===== config.mk =====
export PLATFORM = sky130hd
export DESIGN_NAME = rob_tid_dispatcher
export DESIGN_NICKNAME = d
export VERILOG_FILES = /design/src/rtl/dram_cache_pkg.sv /design/src/rtl/dispatch_slot.sv /design/src/rtl/rob_tid_dispatcher.sv
export SDC_FILE = /design/constraint.sdc
export NUM_CORES = 1
export LEC_CHECK = 0
export CAP_MARGIN = 20
export CORE_MARGIN = 2
export CORE_UTILIZATION = 53
export CTS_CLUSTER_DIAMETER = 30
export DETAILED_ROUTE_END_ITERATION = 6
export PLACE_DENSITY = 0.85
export RECOVER_POWER = 25
export SLEW_MARGIN = 20
export SYNTH_ARGS = -nofsm -noshare
export SYNTH_HDL_FRONTEND = slang
export SYNTH_SLANG_ARGS = --single-unit

===== constraint.sdc =====
create_clock -name clk -period 10.6 [get_ports clk]
set_input_delay 3.18 -clock clk [delete_from_list [all_inputs] [get_ports clk]]
set_output_delay 3.18 -clock clk [all_outputs]
set_load 0.05 [all_outputs]

===== src/rtl/dram_cache_pkg.sv =====
// Shared DRAM-cache definitions used by the request dispatcher and the ROB.
//   TID_WIDTH : width of every transaction ID
//   tid_t     : transaction ID type
//   tid_inc   : increment that wraps to 0 after count-1
package dram_cache_pkg;

    localparam int TID_WIDTH = 8;

    typedef logic [TID_WIDTH-1:0] tid_t;

    function automatic tid_t tid_inc(input tid_t tid, input int unsigned count);
        if (tid == tid_t'(count - 1)) begin
            return '0;
        end
        return tid + tid_t'(1);
    endfunction

endpackage


===== src/rtl/dispatch_slot.sv =====
// One-entry valid/ready output register holding {tid, addr}.
// Ports:
//   clk, reset       : clock, synchronous active-high reset
//   load             : write load_tid/load_addr into the slot this cycle
//   load_tid/addr    : data to capture
//   ready            : downstream consumes the slot when valid
//   valid, tid, addr : registered slot contents
module dispatch_slot
    import dram_cache_pkg::*;
#(
    parameter int ADDR_BIT_SIZE = 16
) (
    input  logic                     clk,
    input  logic                     reset,
    input  logic                     load,
    input  tid_t                     load_tid,
    input  logic [ADDR_BIT_SIZE-1:0] load_addr,
    input  logic                     ready,
    output logic                     valid,
    output tid_t                     tid,
    output logic [ADDR_BIT_SIZE-1:0] addr
);

    // A load wins over a drain so the slot can be emptied and refilled in
    // the same cycle. Data is only written on load, so a held entry is stable.
    always_ff @(posedge clk) begin
        if (reset) begin
            valid <= 1'b0;
            tid   <= '0;
            addr  <= '0;
        end else if (load) begin
            valid <= 1'b1;
            tid   <= load_tid;
            addr  <= load_addr;
        end else if (valid && ready) begin
            valid <= 1'b0;
        end
    end

endmodule


===== src/rtl/rob_tid_dispatcher.sv =====
// Stamps in-order requests with sequential tIDs, steers them to the hit or
// miss path through registered one-entry slots, caps issued-but-unretired
// tIDs, and checks the in-order retire stream from the ROB.
// Ports:
//   clk, reset                        : clock, synchronous active-high reset
//   req_valid/req_ready/req_addr/req_hit : upstream request handshake
//   hit_valid/hit_ready/hit_tid/hit_addr     : hit-path output slot
//   miss_valid/miss_ready/miss_tid/miss_addr : miss-path output slot
//   retire, retire_tid                : in-order retire stream from the ROB
//   outstanding                       : issued-minus-retired count
//   err                               : sticky retire protocol error
module rob_tid_dispatcher
    import dram_cache_pkg::*;
#(
    parameter int ADDR_BIT_SIZE   = 16,
    parameter int TID_COUNT       = 8,
    parameter int MAX_OUTSTANDING = 8
) (
    input  logic                     clk,
    input  logic                     reset,
    input  logic                     req_valid,
    output logic                     req_ready,
    input  logic [ADDR_BIT_SIZE-1:0] req_addr,
    input  logic                     req_hit,
    output logic                     hit_valid,
    input  logic                     hit_ready,
    output logic [7:0]               hit_tid,
    output logic [ADDR_BIT_SIZE-1:0] hit_addr,
    output logic                     miss_valid,
    input  logic                     miss_ready,
    output logic [7:0]               miss_tid,
    output logic [ADDR_BIT_SIZE-1:0] miss_addr,
    input  logic                     retire,
    input  logic [7:0]               retire_tid,
    output logic [7:0]               outstanding,
    output logic                     err
);

    generate
        if (TID_COUNT < 1 || TID_COUNT > 256) begin : g_bad_tid_count
            $error("rob_tid_dispatcher: TID_COUNT must be 1..256");
        end
        if (MAX_OUTSTANDING < 1 || MAX_OUTSTANDING > TID_COUNT) begin : g_bad_max_out
            $error("rob_tid_dispatcher: MAX_OUTSTANDING must be 1..TID_COUNT");
        end
    endgenerate

    // One extra bit so a full 256-entry window does not wrap the count.
    localparam logic [8:0] MAX_CNT = 9'(MAX_OUTSTANDING);

    tid_t       issue_tid;
    tid_t       expect_tid;
    logic [8:0] cnt;

    logic credit;
    logic hit_free;
    logic miss_free;
    logic accept;
    logic retire_dec;
    logic retire_bad;

    assign credit    = (cnt < MAX_CNT);
    assign hit_free  = !hit_valid || hit_ready;
    assign miss_free = !miss_valid || miss_ready;

    // Stall is in-order: a request for a blocked slot holds req_ready low
    // rather than letting a later request overtake it.
    assign req_ready = credit && (req_hit ? hit_free : miss_free);
    assign accept    = req_valid && req_ready;

    // Any retire with credit outstanding retires one entry; a tID mismatch
    // still consumes it so expect_tid stays aligned with the ROB.
    assign retire_dec = retire && (cnt != 9'd0);
    assign retire_bad = retire && ((cnt == 9'd0) || (retire_tid != expect_tid));

    assign outstanding = cnt[8] ? 8'hff : cnt[7:0];

    always_ff @(posedge clk) begin
        if (reset) begin
            issue_tid  <= '0;
            expect_tid <= '0;
            cnt        <= '0;
            err        <= 1'b0;
        end else begin
            if (accept) begin
                issue_tid <= tid_inc(issue_tid, TID_COUNT);
            end
            if (retire_dec) begin
                expect_tid <= tid_inc(expect_tid, TID_COUNT);
            end
            case ({accept, retire_dec})
                2'b10:   cnt <= cnt + 9'd1;
                2'b01:   cnt <= cnt - 9'd1;
                default: cnt <= cnt;
            endcase
            if (retire_bad) begin
                err <= 1'b1;
            end
        end
    end

    dispatch_slot #(
        .ADDR_BIT_SIZE(ADDR_BIT_SIZE)
    ) u_hit_slot (
        .clk       (clk),
        .reset     (reset),
        .load      (accept && req_hit),
        .load_tid  (issue_tid),
        .load_addr (req_addr),
        .ready     (hit_ready),
        .valid     (hit_valid),
        .tid       (hit_tid),
        .addr      (hit_addr)
    );

    dispatch_slot #(
        .ADDR_BIT_SIZE(ADDR_BIT_SIZE)
    ) u_miss_slot (
        .clk       (clk),
        .reset     (reset),
        .load      (accept && !req_hit),
        .load_tid  (issue_tid),
        .load_addr (req_addr),
        .ready     (miss_ready),
        .valid     (miss_valid),
        .tid       (miss_tid),
        .addr      (miss_addr)
    );

endmodule


==> summary.txt, run 1 <==
Wire length per cell: 16.0 µm
Synth cell count leaders: dfxtp_1 (76), a21oi_1 (67), nand3_1 (58)
Worst-path clk slew: 0.08 ns
Relative slew slack: -130%
Number of fill cells: 538
Number of synthesized register bits: 76
Fin nets: 556
Antenna violations before repair: 0
Worst-margin pin slew: 3.45 ns
Syn_area_per_cell: 8.22 µm²
Hold Fails Final Rpt: 0
Diode count: 0
Placed inst area: 0.00454 mm²
Post-synth top area share: 41.4%
Sequential area share after synthesis: 41.4%
Die X-Extent: 87.3 µm
Gpl congestion: 0.880
Setup TNS: 0 ns
EDFF count, synth: 0
H-tree Lvls: 3
Vias in the first global route: 3,307
Worst reg2reg endpoint: cnt[8]
Leak: 1.69 nW
DRC viols: 0
Clk root buf: clkbuf_8
Critical path origin: req_hit
Detailed Place HPWL: 6230 µm
DRT iter0 DRCs: 216
Final wirelength: 9590 µm
R2R Path Start: cnt[3]
Status: finished, violations left
CP required: 7.42 ns
Core Region: 0.00676 mm²
Die area: 0.00762 mm²
I/O pins: 91
Crit path to: req_ready
Hold Buf Count CTS: 0
Skew final: 0.0127 ns
Unrepaired setup endpoints after global routing: no
GRT Residual Overflow: 0
Std cell rows: 30
Synthesis-to-layout area growth: 28.5%
Clock Tree Buf Depth: 2
F_max: 119 MHz
Final ANT Viol Nets: 0
CTS-repair resized insts: 0
First-pass GRT wire length: 15,400 µm
Period utilization: 79.4%
Netlist cell types: 51
Most common cell in the netlist: dfxtp_1
Clock latency on the worst-skew pair: 0.35 ns
R2R Setup Slk: 6.28 ns
Synth top area cells: dfxtp_1 (41%), a21oi_1 (9.1%), nand3_1 (7.9%), o21ai_0 (7.5%), ha_1 (3.4%)
TritonRoute pass-1 iters: 5
Clock sinks: 76
Crit path DAT: 5.23 ns
Crit-path max FO: 9
Routed via count: 3,645
Critical path class: primary input to output port
Post-synth ARST share: 0%
Dominant cell type by area after synthesis: dfxtp_1
CTS tree: yes
Inserted Clock Buffers: 9
Syn nets: 489
Top_reg_cell synth: dfxtp_1
Die Y-Extent: 87.3 µm
Critical Path End Type: output port
Post-Syn Area: 0.00368 mm²
Worst VDD drop: 0.151 mV
Layout cells sized above 1: 8.09%
Vias/cell: 6.09
Max cap viols: 1
Mapped Cells: 447
Post-CTS setup buffers: 0
Reg2Reg Depth: 9
Largest net degree at the start of global routing: 81
Gr usage total: 25.1%
Minimum clock period: 8.41 ns
IO Port Bufs: 90
Final-report setup violation count: 0
Hold Crit Class: register to register
Final Slew Violations: 81
Yosys warnings: 0
Pwr/cell area: 229 mW/mm²
Design Area, Final: 0.00472 mm²
Startpoint Class: primary input
Failing checks: capacitance limit, slew limit
Initial Util: 54.4%
-- report_power, final --
part           switching, mW  internal [mW]
sequential            0.0337          0.320
combinational          0.327          0.172
clock                  0.112          0.117
-- registers in the layout, indices dropped and copies added (netlist names) --
| name | flops |
|---|---|
| u_miss_slot.valid | 1 |
| u_hit_slot.valid | 1 |
| u_miss_slot.addr | 16 |
| expect_tid | 8 |
| u_hit_slot.addr | 16 |
| u_miss_slot.tid | 8 |
| cnt | 9 |
| err | 1 |
| issue_tid | 8 |
| u_hit_slot.tid | 8 |
-- critical path, cell delays in order --
cell             delay [ns]
clkdlybuf4s50_1        0.59
mux2i_1                0.64
nor3_1                 0.09
clkdlybuf4s50_1        0.73
-- placed cells by master, fill, tap and decap left out, types with 3 or more instances in the layout --
cell type / synthesis / routed
or3_1: 3 / 3
or2_2: 8 / 8
ha_1: 10 / 10
clkinvlp_4: 0 / 3
nand2b_1: 3 / 3
o211ai_1: 4 / 4
xnor2_1: 12 / 12
nor2_1: 14 / 14
nor3_1: 8 / 8
dlygate4sd3_1: 0 / 23
dfxtp_1: 76 / 76
nor4_1: 4 / 4
mux2_2: 4 / 4
or4_1: 6 / 6
a211oi_1: 3 / 3
a21oi_1: 67 / 67
o31ai_1: 5 / 6
inv_6: 1 / 3
nand2_1: 14 / 14
clkdlybuf4s50_1: 0 / 66
nand4_1: 6 / 6
clkbuf_8: 0 / 10
nand3_1: 58 / 58
inv_1: 10 / 10
o21ai_0: 55 / 55
-- cell families after synthesis --
group                    Yosys count  synth area share (%)
buffers and inverters             47                  5.38
adder cells (fa/ha/maj)           11                  3.95
multiplexers                       6                  1.77
AO/OA/AOI/OAI                    153                  23.9
flip-flops                        76                  41.4
XOR/XNOR                          13                  3.10
AND/OR/NAND/NOR                  141                  20.6
-- stage by stage --
stage	hold slack [ns]	setup slack, ns	util [%]	cells	power (mW)
after floorplan	0.477	2.83	-	447	0.731
after global placement	0.437	2.21	67.2	583	0.852
after CTS	0.450	2.19	70.3	599	1.09
after detailed placement	0.438	2.19	67.2	583	0.864
final	0.448	2.19	69.9	599	1.08
after global routing	0.467	2.10	69.9	599	1.14
-- layer usage --
| layer | global-route usage, % | part of all wire [%] | vias up | wire length (µm) |
|---|---|---|---|---|
| met4 | 6.85 | 0.98 | 0 | 94 |
| met3 | 4.36 | 4.6 | 7 | 444 |
| li1 | - | - | 1768 | - |
| met5 | 0 | 0 | - | 0 |
| met2 | 40.0 | 49 | 126 | 4740 |
| met1 | 34.9 | 45 | 1744 | 4320 |
-- how the worst min path moves through the flow --
stage	startpoint	cells after the start	end	slack [ns]
after floorplan	issue_tid[6]	2	u_hit_slot.tid[6]	0.48
after global placement	err	2	err	0.44
after detailed placement	err	2	err	0.44
after CTS	err	2	err	0.45
after global routing	err	2	err	0.47
final	err	2	err	0.45
-- final cells by class --
| type | count | area [µm²] | share of cell area, % |
|---|---|---|---|
| Clock inverter | 6 | 70.1 | 1.48 |
| Timing Repair Buffer | 92 | 907 | 19.2 |
| Inverter | 11 | 46.3 | 0.980 |
| Sequential cell | 76 | 1520 | 32.2 |
| Clock buffer | 10 | 138 | 2.91 |
| Tap cell | 80 | 100 | 2.12 |
| Multi-Input combinational cell | 324 | 1940 | 41.1 |
Power figures use the tool's default switching activity.
==> run 2, diff against run 1 <==
--- a/config.mk
+++ b/config.mk
@@ -7,10 +7,10 @@
 export LEC_CHECK = 0
 export CAP_MARGIN = 20
 export CORE_MARGIN = 2
-export CORE_UTILIZATION = 53
+export CORE_UTILIZATION = 49
 export CTS_CLUSTER_DIAMETER = 30
 export DETAILED_ROUTE_END_ITERATION = 6
-export PLACE_DENSITY = 0.85
+export PLACE_DENSITY = 0.8
 export RECOVER_POWER = 25
 export SLEW_MARGIN = 20
 export SYNTH_ARGS = -nofsm -noshare
==> constraint.sdc (replaced) <==
create_clock -name clk -period 8.6 [get_ports clk]
set_input_delay 2.58 -clock clk [delete_from_list [all_inputs] [get_ports clk]]
set_output_delay 2.58 -clock clk [all_outputs]
set_load 0.05 [all_outputs]
==> summary.txt, run 2 (same netlist as run 1, synthesis figures left out) <==
CTS tree: yes
Hold Crit Class: register to register
Final-report setup violation count: 0
R2R Setup Slk: 4.28 ns
Hold Fails Final Rpt: 0
Final Slew Violations: 81
Detailed Place HPWL: 6260 µm
F_max: 140 MHz
Critical Path End Type: output port
Startpoint Class: primary input
Synthesis-to-layout area growth: 28.7%
CTS-repair resized insts: 0
Final wirelength: 9760 µm
Worst-margin pin slew: 3.43 ns
Switching part of the total: 44.1%
Vias in the first global route: 3,330
Commonest non-fill, non-tap cell in the layout: dfxtp_1
Initial Util: 50.7%
Routed via count: 3,581
Status: finished, violations left
Clock latency on the worst-skew pair: 0.34 ns
Worst path slowest cell: clkdlybuf4s50_1
Worst-path clk slew: 0.08 ns
Gr usage total: 23.1%
Inserted Clock Buffers: 9
Crit path DAT: 4.55 ns
Unrepaired setup endpoints after global routing: no
Clock network fraction of total power: 20.1%
Clock Tree Buf Depth: 2
Core Region: 0.00725 mm²
CP peak stage delay: 0.71 ns
TritonRoute pass-1 iters: 4
Part of the power in registers: 33.0%
Clk root buf: clkbuf_8
Fin nets: 557
Leak: 1.69 nW
DRT iter0 DRCs: 283
Net switching power: 0.583 mW
Post-CTS setup buffers: 0
Internal power: 0.740 mW
Cell count after placement: 603
Clock sinks: 76
Crit-path max FO: 9
First-pass GRT wire length: 15,900 µm
Final ANT Viol Nets: 0
Antenna violations before repair: 0
Minimum clock period: 7.13 ns
Layout cells sized above 1: 7.90%
Pwr/cell area: 280 mW/mm²
H-tree Lvls: 3
Buf+Inv Stages, Crit Path: 3
Largest net degree at the start of global routing: 81
Top Family by Delay on Critical Path: buffers and inverters
Most used cell, CP: clkdlybuf4s50_1
Critical path class: primary input to output port
Number of fill cells: 662
Gate power share: 46.9%
CP required: 6.02 ns
Period utilization: 82.9%
Die Y-Extent: 90.6 µm
Max cap viols: 1
Gpl congestion: 0.872
DRC viols: 0
Worst VDD drop: 0.170 mV
Cells along the critical path: clkdlybuf4s50_1 -> mux2i_1 -> clkbuf_1 -> nor3_1 -> clkdlybuf4s50_1
Finished Layout Cells: 618
I/O pins: 91
Wire length per cell: 15.8 µm
Setup TNS: 0 ns
Failing checks: capacitance limit, slew limit
Most frequent cells in the layout: dfxtp_1 (76), a21oi_1 (67), clkdlybuf4s50_1 (66), nand3_1 (58), o21ai_0 (55)
Hold Buf Count CTS: 0
Die X-Extent: 90.6 µm
Relative slew slack: -129%
GRT Residual Overflow: 0
Vias/cell: 5.79
Skew final: 0.00945 ns
Regs by FF count: u_hit_slot.addr (16), u_miss_slot.addr (16), cnt (9)
IO Port Bufs: 90
Die area: 0.00821 mm²
Std cell rows: 31
Diode count: 0
run 2: cell types whose count changed in the layout (fill, tap and decap cells not counted):
cell	before	now
clkbuf_1	1	2
clkbuf_8	10	9
clkinv_2	0	2
clkinv_4	0	1
clkinvlp_4	3	1
inv_6	3	2
run 2: layout make-up:
type / count / area (µm²) / area share [%]
timing repair buffer: 93 / 911 / 19.3
multi-input combinational: 324 / 1940 / 41.0
clock inverter: 6 / 65.1 / 1.38
sequential: 76 / 1520 / 32.2
clock buffer: 9 / 124 / 2.62
tap: 99 / 124 / 2.62
inverter: 11 / 46.3 / 0.979
run 2: metal layers:
| metal | part of all wire, % | wire length, µm | GRT usage (%) | vias to the layer above |
|---|---|---|---|---|
| li1 | - | - | - | 1773 |
| met5 | 0 | 0 | 0 | - |
| met2 | 47 | 4550 | 36.2 | 109 |
| met3 | 4.8 | 469 | 3.76 | 10 |
| met1 | 47 | 4630 | 32.1 | 1689 |
| met4 | 1.2 | 119 | 8.33 | 0 |
run 2: final timing paths:
| kind | end | cells after the start | startpoint |
|---|---|---|---|
| setup reg to reg | cnt[8] | 9 | cnt[3] |
| setup / recovery | req_ready | 5 | req_hit |
| hold / removal | err | 2 | err |
| hold reg to reg | err | 2 | err |
run 2: power by group through the flow:
stage                     Combinational [mW]  Sequential (mW)  Clock (mW)
after floorplan                        0.389            0.512           0
after global placement                 0.614            0.442           0
after detailed placement               0.625            0.444           0
after CTS                              0.628            0.436       0.269
after global routing                   0.663            0.443       0.285
final                                  0.621            0.436       0.266
run 2: worst register-to-register path, delay by kind of cell, from the launching register on:
family | cells | cell delay, ns
DFF | 1 | 0.37
AOI/OAI and AO/OA | 4 | 1.80
adders and majority gates | 2 | 0.89
and+or+nand+nor | 2 | 1.07
buffers and inverters | 1 | 0.07
run 2: stage by stage:
stage / util [%] / power [mW] / worst slack (ns) / instance area (µm²) / hold WS [ns]
floorplan: - / 0.901 / 2.03 / 3680 / 0.477
global placement: 63.0 / 1.06 / 1.58 / 4570 / 0.435
detailed placement: 63.0 / 1.07 / 1.54 / 4570 / 0.442
CTS: 65.6 / 1.33 / 1.53 / 4760 / 0.454
global route: 65.2 / 1.39 / 1.41 / 4730 / 0.477
finish: 65.2 / 1.32 / 1.47 / 4730 / 0.446
==> run 3, diff against run 2 <==
--- a/config.mk
+++ b/config.mk
@@ -7,10 +7,10 @@
 export LEC_CHECK = 0
 export CAP_MARGIN = 20
 export CORE_MARGIN = 2
-export CORE_UTILIZATION = 49
+export CORE_UTILIZATION = 45
 export CTS_CLUSTER_DIAMETER = 30
 export DETAILED_ROUTE_END_ITERATION = 6
-export PLACE_DENSITY = 0.8
+export PLACE_DENSITY = 0.77
 export RECOVER_POWER = 25
 export SLEW_MARGIN = 20
 export SYNTH_ARGS = -nofsm -noshare
==> constraint.sdc (replaced) <==
create_clock -name clk -period 6 [get_ports clk]
set_input_delay 1.8 -clock clk [delete_from_list [all_inputs] [get_ports clk]]
set_output_delay 1.8 -clock clk [all_outputs]
set_load 0.05 [all_outputs]
==> summary.txt, run 3 (same netlist as run 1, synthesis figures left out) <==
Final worst slack: 0.583 ns
Fin nets: 558
Pwr/cell area: 404 mW/mm²
Hold Buf Count CTS: 0
Post-placement setup slack: 0.596 ns
Layout cells sized above 1: 8.64%
Clk root buf: clkbuf_8
GRT Residual Overflow: 0
Post-Route Hold Slack: 0.464 ns
Commonest non-fill, non-tap cell in the layout: dfxtp_1
Unrepaired setup endpoints after global routing: no
DRT iter0 DRCs: 198
Startpoint Class: primary input
Failing checks: capacitance limit, slew limit
Die Y-Extent: 94.4 µm
Clock sinks: 76
Clock Tree Buf Depth: 2
Net switching power: 0.850 mW
Levels on crit path: 4
Relative slew slack: -53.5%
R2R Setup Slk: 1.66 ns
TritonRoute pass-1 iters: 7
Most used cell, CP: clkdlybuf4s50_1
Internal power: 1.08 mW
CP peak stage delay: 0.83 ns
CTS tree: yes
Max cap viols: 1
Vias in the first global route: 3,302
First-pass GRT wire length: 16,300 µm
Routed via count: 3,583
Post-CTS setup buffers: 0
Design Area, Final: 0.00478 mm²
Buf+Inv Stages, Crit Path: 2
Worst-path clk slew: 0.08 ns
Hold Crit Class: register to register
Core Region: 0.00781 mm²
F_max: 185 MHz
H-tree Lvls: 3
DRC viols: 0
Period utilization: 90.3%
Top Family by Delay on Critical Path: buffers and inverters
Critical Path End Type: output port
Setup TNS: 0 ns
Cell count after placement: 607
Leak: 1.71 nW
CTS-repair resized insts: 0
Worst-margin pin slew: 2.30 ns
IO Port Bufs: 90
Worst VDD drop: 0.386 mV
Final ANT Viol Nets: 0
Wire length per cell: 15.9 µm
Minimum clock period: 5.42 ns
Die area: 0.00891 mm²
Placed inst area: 0.00458 mm²
Final-report setup violation count: 0
Worst path slowest cell: clkdlybuf4s50_1
Synthesis-to-layout area growth: 29.9%
Antenna violations before repair: 0
Std cell rows: 32
Critical path class: primary input to output port
Diode count: 0
Clock network fraction of total power: 21.1%
Initial Util: 47.1%
Skew final: 0.00994 ns
Largest net degree at the start of global routing: 80
Die X-Extent: 94.4 µm
Hold Fails Final Rpt: 0
Switching part of the total: 44.0%
CP required: 4.20 ns
Part of the power in registers: 32.3%
Crit path DAT: 3.62 ns
Gpl congestion: 0.893
Inserted Clock Buffers: 9
Most frequent cells in the layout: dfxtp_1 (76), a21oi_1 (67), clkdlybuf4s50_1 (67), nand3_1 (57), o21ai_0 (55)
Final Slew Violations: 55
I/O pins: 91
Clock latency on the worst-skew pair: 0.35 ns
Regs by FF count: u_hit_slot.addr (16), u_miss_slot.addr (16), cnt (9)
Crit-path max FO: 6
Gr usage total: 22.7%
Gate power share: 46.6%
Vias/cell: 5.75
Finished Layout Cells: 623
Hold Crit Depth: 2
Reg2Reg Depth: 9
Cells along the critical path: clkdlybuf4s50_1 -> mux2i_1 -> nor3_1 -> clkdlybuf4s50_1
Detailed Place HPWL: 6500 µm
Status: finished, violations left
Final wirelength: 9880 µm
## run 3: power groups by stage
stage / Clock (mW) / Combinational (mW) / Sequential, mW
floorplan: 0 / 0.557 / 0.734
global placement: 0 / 0.884 / 0.634
detailed placement: 0 / 0.899 / 0.635
CTS: 0.414 / 0.905 / 0.624
global route: 0.437 / 0.966 / 0.634
finish: 0.408 / 0.899 / 0.624
## run 3: worst paths after layout
| check | start | to |
|---|---|---|
| worst min-delay path | err | err |
| worst max register to register | cnt[3] | cnt[8] |
| worst min register to register | err | err |
| worst max-delay path | req_hit | req_ready |
## run 3: per-layer routing
| metal | vias up | global-route usage, % | part of all wire [%] |
|---|---|---|---|
| li1 | 1780 | - | - |
| met1 | 1646 | 33.2 | 46 |
| met2 | 142 | 34.1 | 46 |
| met3 | 15 | 3.19 | 6.3 |
| met4 | 0 | 7.97 | 1.8 |
| met5 | - | 0 | 0 |
## run 3: worst min-delay path: stages (launching register included)
cell     delay (ns)
dfxtp_1        0.33
inv_1          0.05
a21oi_1        0.05
## run 3: stage by stage
step / total power [mW] / utilization (%)
5_1_grt: 2.04 / 61.2
3_3_place_gp: 1.52 / 58.7
4_1_cts: 1.94 / 61.4
3_5_place_dp: 1.53 / 58.7
2_1_floorplan: 1.29 / -
6_report: 1.93 / 61.2
## run 3: area by class of cell
| class | count | area (µm²) |
|---|---|---|
| clock buffer | 10 | 138 |
| tap | 102 | 128 |
| sequential | 76 | 1520 |
| fill | 710 | 3030 |
| clock inverter | 6 | 71.3 |
| timing repair buffer | 94 | 922 |
| multi-input combinational | 324 | 1950 |
| inverter | 11 | 46.3 |
